$ cat config.mk
export PLATFORM = sky130hd
export DESIGN_NAME = scan_pattern_ctrl
export DESIGN_NICKNAME = d
export VERILOG_FILES = /design/src/rtl/scan_pattern_ctrl.sv
export SDC_FILE = /design/constraint.sdc
export NUM_CORES = 1
export LEC_CHECK = 0
export BUFFER_PORTS_ARGS = -buffer_cell sky130_fd_sc_hd__buf_2
export CAP_MARGIN = 20
export CORE_AREA = 2 2 59 61
export DETAILED_ROUTE_END_ITERATION = 16
export DIE_AREA = 0 0 61 63
export GPL_ROUTABILITY_DRIVEN = 0
export HOLD_SLACK_MARGIN = 0.15
export PLACE_DENSITY = 0.89
export SLEW_MARGIN = 40
export SYNTH_ARGS = -nofsm -noshare
export SYNTH_HDL_FRONTEND = slang
export SYNTH_SLANG_ARGS = --single-unit
$ cat constraint.sdc
create_clock -name ScanClk -period 3.2 [get_ports ScanClk]
set_input_delay 0.32 -clock ScanClk [delete_from_list [all_inputs] [get_ports ScanClk]]
set_output_delay 0.32 -clock ScanClk [all_outputs]
set_load 0.03 [all_outputs]
$ cat src/rtl/scan_pattern_ctrl.sv
// Scan pattern controller: loads one parallel pattern serially into a downstream
// scan chain, pulses a capture window, unloads the response and tallies pass/fail.
module scan_pattern_ctrl #(
    parameter int CHAIN_LEN      = 3,
    parameter int CAPTURE_CYCLES = 1,
    parameter int CNT_W          = 8
) (
    input  logic                 ScanClk,
    input  logic                 ScanClrN,
    input  logic                 PatValid,
    output logic                 PatReady,
    input  logic [CHAIN_LEN-1:0] PatData,
    input  logic [CHAIN_LEN-1:0] PatExpect,
    input  logic                 Abort,
    output logic                 ScanMode,
    output logic                 ScanIn,
    input  logic                 ScanOut,
    output logic                 RespValid,
    input  logic                 RespReady,
    output logic [CHAIN_LEN-1:0] RespData,
    output logic                 RespMismatch,
    output logic [CNT_W-1:0]     PassCount,
    output logic [CNT_W-1:0]     FailCount
);
    localparam int CW = $clog2(CHAIN_LEN + CAPTURE_CYCLES + 1);

    localparam logic [2:0] IDLE      = 3'd0;
    localparam logic [2:0] SHIFT_IN  = 3'd1;
    localparam logic [2:0] CAPTURE   = 3'd2;
    localparam logic [2:0] SHIFT_OUT = 3'd3;
    localparam logic [2:0] RESP      = 3'd4;

    logic [2:0]           state;
    logic [CW-1:0]        cnt;
    logic [CHAIN_LEN-1:0] shreg;
    logic [CHAIN_LEN-1:0] expect_q;
    logic [CHAIN_LEN-1:0] resp_next;
    logic                 busy;

    // First unloaded bit is the chain tail; it ends up in the MSB after CHAIN_LEN shifts.
    assign resp_next = {RespData[CHAIN_LEN-2:0], ScanOut};
    assign busy      = (state == SHIFT_IN) || (state == CAPTURE) || (state == SHIFT_OUT);

    always_ff @(posedge ScanClk or negedge ScanClrN) begin
        if (!ScanClrN) begin
            state        <= IDLE;
            cnt          <= '0;
            shreg        <= '0;
            expect_q     <= '0;
            PatReady     <= 1'b1;
            ScanMode     <= 1'b0;
            ScanIn       <= 1'b0;
            RespValid    <= 1'b0;
            RespData     <= '0;
            RespMismatch <= 1'b0;
            PassCount    <= '0;
            FailCount    <= '0;
        end else if (Abort && busy) begin
            state     <= IDLE;
            ScanMode  <= 1'b0;
            ScanIn    <= 1'b0;
            PatReady  <= 1'b1;
            RespValid <= 1'b0;
        end else begin
            case (state)
                IDLE: begin
                    if (PatValid && PatReady) begin
                        shreg    <= PatData;
                        expect_q <= PatExpect;
                        ScanMode <= 1'b1;
                        ScanIn   <= PatData[CHAIN_LEN-1];
                        PatReady <= 1'b0;
                        cnt      <= CW'(CHAIN_LEN - 1);
                        state    <= SHIFT_IN;
                    end
                end
                SHIFT_IN: begin
                    if (cnt == '0) begin
                        ScanMode <= 1'b0;
                        ScanIn   <= 1'b0;
                        cnt      <= CW'(CAPTURE_CYCLES - 1);
                        state    <= CAPTURE;
                    end else begin
                        // MSB-first: the next bit to drive always sits just below the top.
                        ScanIn <= shreg[CHAIN_LEN-2];
                        shreg  <= {shreg[CHAIN_LEN-2:0], 1'b0};
                        cnt    <= cnt - 1'b1;
                    end
                end
                CAPTURE: begin
                    if (cnt == '0) begin
                        ScanMode <= 1'b1;
                        ScanIn   <= 1'b0;
                        cnt      <= CW'(CHAIN_LEN - 1);
                        state    <= SHIFT_OUT;
                    end else begin
                        cnt <= cnt - 1'b1;
                    end
                end
                SHIFT_OUT: begin
                    RespData <= resp_next;
                    if (cnt == '0) begin
                        ScanMode     <= 1'b0;
                        RespValid    <= 1'b1;
                        RespMismatch <= (resp_next != expect_q);
                        if (resp_next != expect_q) begin
                            if (FailCount != '1) FailCount <= FailCount + 1'b1;
                        end else begin
                            if (PassCount != '1) PassCount <= PassCount + 1'b1;
                        end
                        state <= RESP;
                    end else begin
                        cnt <= cnt - 1'b1;
                    end
                end
                RESP: begin
                    if (RespReady) begin
                        RespValid <= 1'b0;
                        PatReady  <= 1'b1;
                        state     <= IDLE;
                    end
                end
                default: state <= IDLE;
            endcase
        end
    end
endmodule

# Word-level counts from Yosys, hierarchy flattened
# Index checks and enable logic that the tools add are counted.
[word_totals]
register_bits = 35
inputBits = 12
out_inout_bits = 24
wordCells = 89
[classes]
n_addsub = 3
n_eq_ne = 16
n_mux = 31
bitwise_logic = 2
n_reduce_logical = 25
[op_table]
columns = ["operator", "n"]
rows = [
  ["$mux 3", 10],
  ["$add 8x1->8 const B", 2],
  ["$ne 8x8->1 const B", 2],
  ["$pmux 3 s5", 1],
  ["$reduce_and 3->1", 5],
  ["$reduce_and 5->1", 3],
  ["$mux 1", 12],
  ["$ne 3x1->1 const B", 4],
  ["$pmux 3 s4", 1],
  ["$reduce_and 4->1", 3],
  ["$reduce_bool 4->1", 3],
  ["$eq 3x2->1 const B", 2],
  ["$logic_not 3->1", 2],
  ["$ne 2x2->1 const B", 3],
  ["$ne 3x3->1 const B", 2],
  ["$pmux 1 s3", 2],
  ["$reduce_bool 3->1", 2],
  ["$mux 2", 2],
  ["$pmux 1 s2", 2],
  ["$pmux 2 s2", 1],
  ["$eq 3x1->1 const B", 1],
  ["$eq 3x3->1 const B", 1],
  ["$ne 3x3->1", 1],
  ["$sub 3x1->3 const B", 1],
  ["other kinds (6)", 9],
]

# Logic depth before layout (Yosys ltp)
# Gate-level depths: netlist (run 1).
[logic_depth]
ltp_word = 6
depth_mapped = 7
depth_no_buf = 7

# Least setup slack after synthesis (run 1)
# Ideal clock, no wire load.
[synth_timing]
path_type = "flip-flop to flip-flop"
startpoint = "register FailCount[0]"
endpoint = "register FailCount[5]"
setup_ns = 0.080
t_arrival_ns = 1.698
required_time_ns = 3.120
slack_ns = 1.422
path_stages_with_launch = 6
n_path_buf = 0
synth_period_minus_slack_ns = 1.778
cell_sequence = "dfrtp_1 > ha_1 > and2_1 > a311o_4 > nor3_2 > xor2_1"
[synth_between]
elab_chain_len = 2
elab_cells_between_ends = 3
cone_classes = "add/sub (1); eq/ne (1); reduce/logical (1)"
[synth_lines]
columns = ["item", "line_no", "rtl"]
rows = [
  ["start, declared", "23", "output logic [CNT_W-1:0] FailCount"],
  ["start signal, assigned", "107", "if (FailCount != '1) FailCount <= FailCount + 1'b1;"],
  ["branches (longest 2 deep; another with $add 8x1->8)", "n/a", ""],
]
# Parallel ways; which one is timed is not known.
# A chain may end at the register's enable or synchronous reset.

# Final worst setup path (run 1)
[layout_timing]
startpoint = "register state[1]"
endpoint = "register cnt[2]"
[layout_between]
elab_chain_len = 6
elab_cells_between_ends = 13
cone_classes = "eq/ne (5); mux (1); bitwise (1); reduce/logical (6)"
[layout_lines]
columns = ["item", "line_no", "rtl"]
rows = [
  ["start, declared", "33", "logic [2:0] state;"],
  ["start signal, assigned", "46", "state <= IDLE;"],
  ["start signal, assigned", "59", "state <= IDLE;"],
  ["start signal, assigned", "74", "state <= SHIFT_IN;"],
  ["$eq 3x1->1 or $eq 3x2->1 (tied branches)", "42, 65", ""],
  ["$logic_or 1x1->1 (2 in a row)", "42", "assign busy = (state == SHIFT_IN) || (state == CAPTURE) || (state == SHIFT_OUT);"],
  ["$logic_and 1x1->1", "58", "end else if (Abort && busy) begin"],
  ["$not 1->1 (no source line)", "n/a", ""],
  ["$reduce_and 4->1 (no source line)", "n/a", ""],
  ["end signal, assigned", "73", "cnt <= CW'(CHAIN_LEN - 1);"],
  ["end signal, assigned", "81", "cnt <= CW'(CAPTURE_CYCLES - 1);"],
  ["end signal, assigned", "87", "cnt <= cnt - 1'b1;"],
  ["end, declared", "34", "logic [CW-1:0] cnt;"],
]
# Parallel ways exist; a longest one is shown, timed or not.

==> run metrics, run 1 <==
number of H-tree levels=2; fin crit share=58.0%; CP max stage delay=0.58 ns; pwr dens=650 mW/mm^2; Max VDD drop=297 uV; worst-path fanout max=14; CTS clk-pin slew, worst paths=0.11 ns; Finished Core Util=64.3%; Ys Warns=0; Vias/cell=5.34; total global routing overflow=0; Initial Util=a little over half; vias post-DR=1,330; Setup Skew=~0.008 ns; standard-cell rows=21; # port buffers=35; Mapped Cells=between 150 and 200; RSZ-0062 raised after global routing=no; worst-path cell chain=nor2_1, a21o_2, nand3b_1, nor4b_1, a21o_1; first drt pass iteration count=4; ys flop type=dfrtp_1; chip height=about 63 um; register area share after synthesis=just under 50%; Final Setup Violations=0; core area=0.00323 mm^2; initial antenna violation count=0; diode count=0; largest net degree at the start of global routing=36; vias in the first global route=1,231; Clock Sinks=35; Inserted Clock Buffers=5; Die W=61 um; DR DRC count=0; WL/cell=13.2 um; DRT iter0 DRCs=63; EDFF count, synth=0; Clk pwr share=between 20% and 30%; post-synthesis register bit count=35; worst hold path type=input port to flop; CP startpoint kind=flop; Lkg Pwr=1.08 nW; Max Buffers Root-to-Sink=2; fin cells=around 250; first-pass GRT wire length=between 5000 and 6000 um; Worst-Skew Late Latency=0.33 ns; Hold Vio Cnt, Final=0; Layout area overhead=17.3%; Gate power share=32.0%; Worst EP arrival=2.13 ns; Placed Area=0.00198 mm^2; Critical Path RT=3.48 ns; Mapped Area=0.00177 mm^2; Fmax=0.539 GHz; syn nets=179; status=finished, final reports clean; fin. max-slew vios=0; Switch Pwr=0.476 mW; final instance area=0.00208 mm^2; Cell variety after synth=46; Max-Cap Viols=0; Avg Cell Area, Syn=about 11 um^2; cell-internal power=a little under 0.9 mW; Post-DP HPWL=2340 um; switch share=about a third; Layout Nets=218; die area=around 0.0038 mm^2; crit end category=flop; commonest cells after routing, fill and taps aside=dfrtp_1, buf_2, nand2_1; drt total wl=3280 um; CP Class=flop to flop; Setup TNS=0 ns; sequential power share=43.6%; postcts setup bufs=0; CTS tree=done; DP Worst Slack=1.38 ns; slew margin rel.=67.3%; share of layout cells above drive strength 1=approximately 30%; ANT nets after route=0; slowest CP cell=dfrtp_1; I/O pins=36; Worst Tran Pin Value=approximately 0.5 ns; GRT Util Overall=19.2%; final worst slack=1.34 ns; Period minus WS final=1.86 ns; Root Driver=clkbuf_4; dpl cells=240; FFs w/ async S/R, synth=100%
[synthesized netlist by cell type, drive strengths merged (2+ instances only)]
library cell / count / area share, %
and4: 2 / 1.1
nand4: 4 / 1.4
buf: 3 / 1.2
nor2: 8 / 1.7
nand2: 18 / 4.2
a21o: 5 / 2.3
nor3: 4 / 2.0
and2: 2 / 0.71
a21oi: 6 / 1.7
inv: 4 / 0.85
ha: 4 / 2.8
nand2b: 3 / 1.1
nand3: 7 / 2.0
mux2: 7 / 4.4
xor2: 6 / 3.0
and3: 3 / 1.1
xnor2: 12 / 5.9
o21ai: 11 / 3.1
a311oi: 2 / 1.3
dfrtp: 34 / 48
[power by group through the flow]
stage / sequential, mW / combinational [mW] / clock (mW)
after floorplan: 0.616 / 0.308 / 0
final: 0.589 / 0.432 / 0.330
after global routing: 0.600 / 0.487 / 0.363
after global placement: 0.591 / 0.420 / 0
after detailed placement: 0.597 / 0.430 / 0
after CTS: 0.589 / 0.435 / 0.340
[registers in the layout (all words and copies together) (netlist names), 2 cells and up]
| register | flops |
|---|---|
| FailCount | 8 |
| PassCount | 8 |
| RespData | 3 |
| cnt | 3 |
| expect_q | 3 |
| state | 3 |
| shreg | 2 |
[worst max-delay path, delay by kind of cell, from the launching register on]
kind / cells / cell delay [ns]
flip-flops: 1 / 0.58
AO/OA/AOI/OAI: 2 / 0.39
AND/OR/NAND/NOR: 3 / 0.82
[layer usage]
metal / track usage, % / vias to the layer above / wire (um)
met2: 29.2 / 31 / 1480
met4: 4.89 / 0 / 28
met5: 0 / - / 0
met1: 26.2 / 640 / 1580
li1: - / 655 / -
met3: 6.83 / 4 / 188
[final timing paths]
kind	start	end	slack, ns	depth (start not counted)
max	state[1]$_DFFE_PN0P_	cnt[2]$_DFFE_PN0P_	1.34	5
min	RespReady	RespValid$_DFFE_PN0P_	0.22	2
max reg2reg	state[1]$_DFFE_PN0P_	cnt[2]$_DFFE_PN0P_	1.34	5
min reg2reg	shreg[0]$_DFFE_PN0P_	shreg[0]$_DFFE_PN0P_	0.49	2
max in group asynchronous	ScanClrN	PatReady$_DFFE_PN1P_	2.41	2
min in group asynchronous	ScanClrN	ScanMode$_DFFE_PN0P_	0.46	2
[per-stage QoR]
stage | hold WS [ns] | total power, mW
after floorplan | 0.0244 | 0.924
after global routing | 0.202 | 1.45
final | 0.215 | 1.35
after detailed placement | 0.437 | 1.03
after CTS | 0.197 | 1.36
after global placement | 0.436 | 1.01
[final cells by class]
cell class                 count  area, um^2
fill                         277        1150
sequential                    35         877
multi-input combinational    120         855
timing repair buffer          36         188
tap                           46        57.6
clock buffer                   6        51.3
clock inverter                 2        35.0
inverter                       4        15.0
[logic make-up (layout without fill, tap and decap cells)]
kind of cell / Yosys count / after routing / share of synthesized area [%]
AO/OA/AOI/OAI: 30 / 30 / 11.8
XOR/XNOR: 18 / 18 / 8.90
adder cells (fa/ha/maj): 4 / 4 / 2.82
buffers and inverters: 8 / 48 / 2.26
flip-flops: 35 / 35 / 49.5
multiplexers: 8 / 8 / 5.01
AND/OR/NAND/NOR: 60 / 60 / 19.7
[repair_timing]
action                                 CTS  global route
resized for setup                        0             0
endpoints found under the hold margin   34             0
setup endpoints to repair                0             0
hold buffers                             1             0
Power figures use the tool's default switching activity.
==> inputs of run 2 (changes only) <==
CORE_AREA = 2 2 64 66   (was 2 2 59 61)
DIE_AREA = 0 0 66 68   (was 0 0 61 63)
PLACE_DENSITY = 0.8   (was 0.89)
clock period = 1.61 ns   (was 3.2 ns; I/O delays follow)
==> run metrics, run 2 (synthesis gave the netlist of run 1 again) <==
Max VDD drop=794 uV; Lkg Pwr=between 1 and 1.5 nW; total global routing overflow=0; Setup Skew=~0.0057 ns; CP startpoint kind=flop; Vias/cell=5.08; failing checks=setup timing; worst r2r src=expect_q[1]$_DFFE_PN0P_; initial antenna violation count=0; Buffers & Inverters on Critical Path=0; vias in the first global route=1,487; DR DRC count=0; DRT iter0 DRCs=41; fin crit share=100%; pwr dens=approximately 1300 mW/mm^2; Clock Sinks=35; Max Buffers Root-to-Sink=2; slowest CP cell=dfrtp_1; slew margin rel.=a little over two thirds; worst setup path endpoint=PassCount[1]$_DFFE_PN0P_; CP max stage delay=0.41 ns; commonest non-fill, non-tap cell in the layout=buf_2; Top Family by Delay on Critical Path=simple AND/OR/NAND/NOR gates; Final Setup Violations=1; Worst EP arrival=approximately 1.8 ns; Inserted Clock Buffers=5; Period minus WS final=1.61 ns; RSZ-0062 raised after global routing=yes; ANT nets after route=0; worst hold slack=0.188 ns; Worst Tran Pin Value=~0.44 ns; Die W=66 um; GRT Util Overall=between 10% and 20%; Fmax=0.621 GHz; first-pass GRT wire length=6510 um; sequential cell area=slightly below 900 um^2; commonest cells after routing, fill and taps aside=buf_2, buf_4, dfrtp_1; CTS tree=done; worst hold path type=input port to flop; worst-path fanout max=8; cells on worst reg2reg path=4; number of H-tree levels=2; chip height=68 um; final worst slack=-0.00147 ns; WP depth=4; worst-path cell chain=xor2_2, nor3_4, and4_4, mux2_4; Hold Vio Cnt, Final=0; diode count=0; die area=approximately 0.0045 mm^2; CP Class=flop to flop; # fillers=between 300 and 400; drt total wl=~3900 um; CTS clk-pin slew, worst paths=approximately 0.07 ns; Layout Nets=256; core area=a little under 0.004 mm^2; Layout area overhead=41.2%; Initial Util=a little under half; first drt pass iteration count=4; status=finished with violations; Post-DP HPWL=about 2700 um; I/O pins=36; largest net degree at the start of global routing=19; share of layout cells above drive strength 1=48.5%; fin. max-slew vios=0; DP Worst Slack=-0.0563 ns; area of the multi-input gates=920 um^2; WL/cell=13.6 um; Worst-Skew Late Latency=0.29 ns; Critical Path RT=1.79 ns; Worst Setup SP=expect_q[1]$_DFFE_PN0P_; standard-cell rows=23; Max-Cap Viols=0; RR Endpoint=PassCount[1]$_DFFE_PN0P_; vias post-DR=1,479; crit end category=flop; # port buffers=35; biggest regs=FailCount (8), PassCount (8); R2R setup slack=-0.001 ns; Root Driver=clkbuf_8
run 2: cell types whose count changed in the layout (fill, tap and decap cells not counted), moves of 3 or more:
| cell | delta |
|---|---|
| clkbuf_8 | +5 |
| dlygate4sd3_1 | +6 |
| buf_4 | +30 |
| clkbuf_4 | -5 |
| dfrtp_1 | -10 |
| nand3_2 | +3 |
| nand3_1 | -3 |
| dfrtp_2 | +10 |
run 2: how the worst min path moves through the flow:
stage | from | endpoint | slack, ns | cells past startpoint
floorplan | ScanClrN | FailCount[0]$_DFFE_PN0P_ | -0.13 | 0
global placement | ScanClrN | shreg[0]$_DFFE_PN0P_ | 0.12 | 1
detailed placement | ScanClrN | shreg[0]$_DFFE_PN0P_ | 0.13 | 1
CTS | PatData[1] | shreg[1]$_DFFE_PN0P_ | 0.18 | 3
global route | Abort | state[1]$_DFFE_PN0P_ | 0.19 | 3
finish | PatData[1] | shreg[1]$_DFFE_PN0P_ | 0.19 | 3
run 2: report_power, final:
group	switching, mW	leakage (nW)	total (mW)	internal [mW]
Combinational	0.666	0.751	1.27	0.607
Clock	0.317	0.0612	0.818	0.501
Sequential	0.101	0.450	1.14	1.04
Total	1.08	1.26	3.23	2.15
run 2: final cells by class:
cell class              count  area share, %
clock inverters             2           1.40
inverters                   4          0.600
clock buffers               6           3.30
well taps                  50           2.50
flip-flops and latches     35           35.5
repair buffers             74           19.9
multi-input cells         120           36.8
run 2: per-layer routing:
| metal | vias up | GRT usage, % | wire (um) |
|---|---|---|---|
| met1 | 700 | 22.9 | 1740 |
| met2 | 40 | 33.7 | 1960 |
| met3 | 5 | 4.93 | 182 |
| li1 | 734 | - | - |
| met5 | - | 0 | 0 |
| met4 | 0 | 7.65 | 62 |
run 2: worst register-to-register path, stage by stage, from the launching register on:
cell and delay [ns]:
dfrtp_1 0.41, xor2_2 0.19, nor3_4 0.25, and4_4 0.33, mux2_4 0.31
run 2: stage by stage:
step	cell area [um^2]	power [mW]	setup TNS, ns	cells	utilization, %
after floorplan	1820	1.85	-0.218	163	-
after detailed placement	2240	2.30	-0.259	271	58.0
after CTS	2450	3.16	-0.112	288	63.5
final	2500	3.23	-0.00147	291	64.9
after global routing	2500	3.44	-0.513	291	64.9
after global placement	2240	2.27	0	271	58.0
run 2: timing repair:
item	CTS	global route
setup endpoints to repair	11	18
gates resized for setup	4	7
hold buffers	7	0
pin swaps	3	10
endpoints found under the hold margin	42	0
setup buffers	2	3
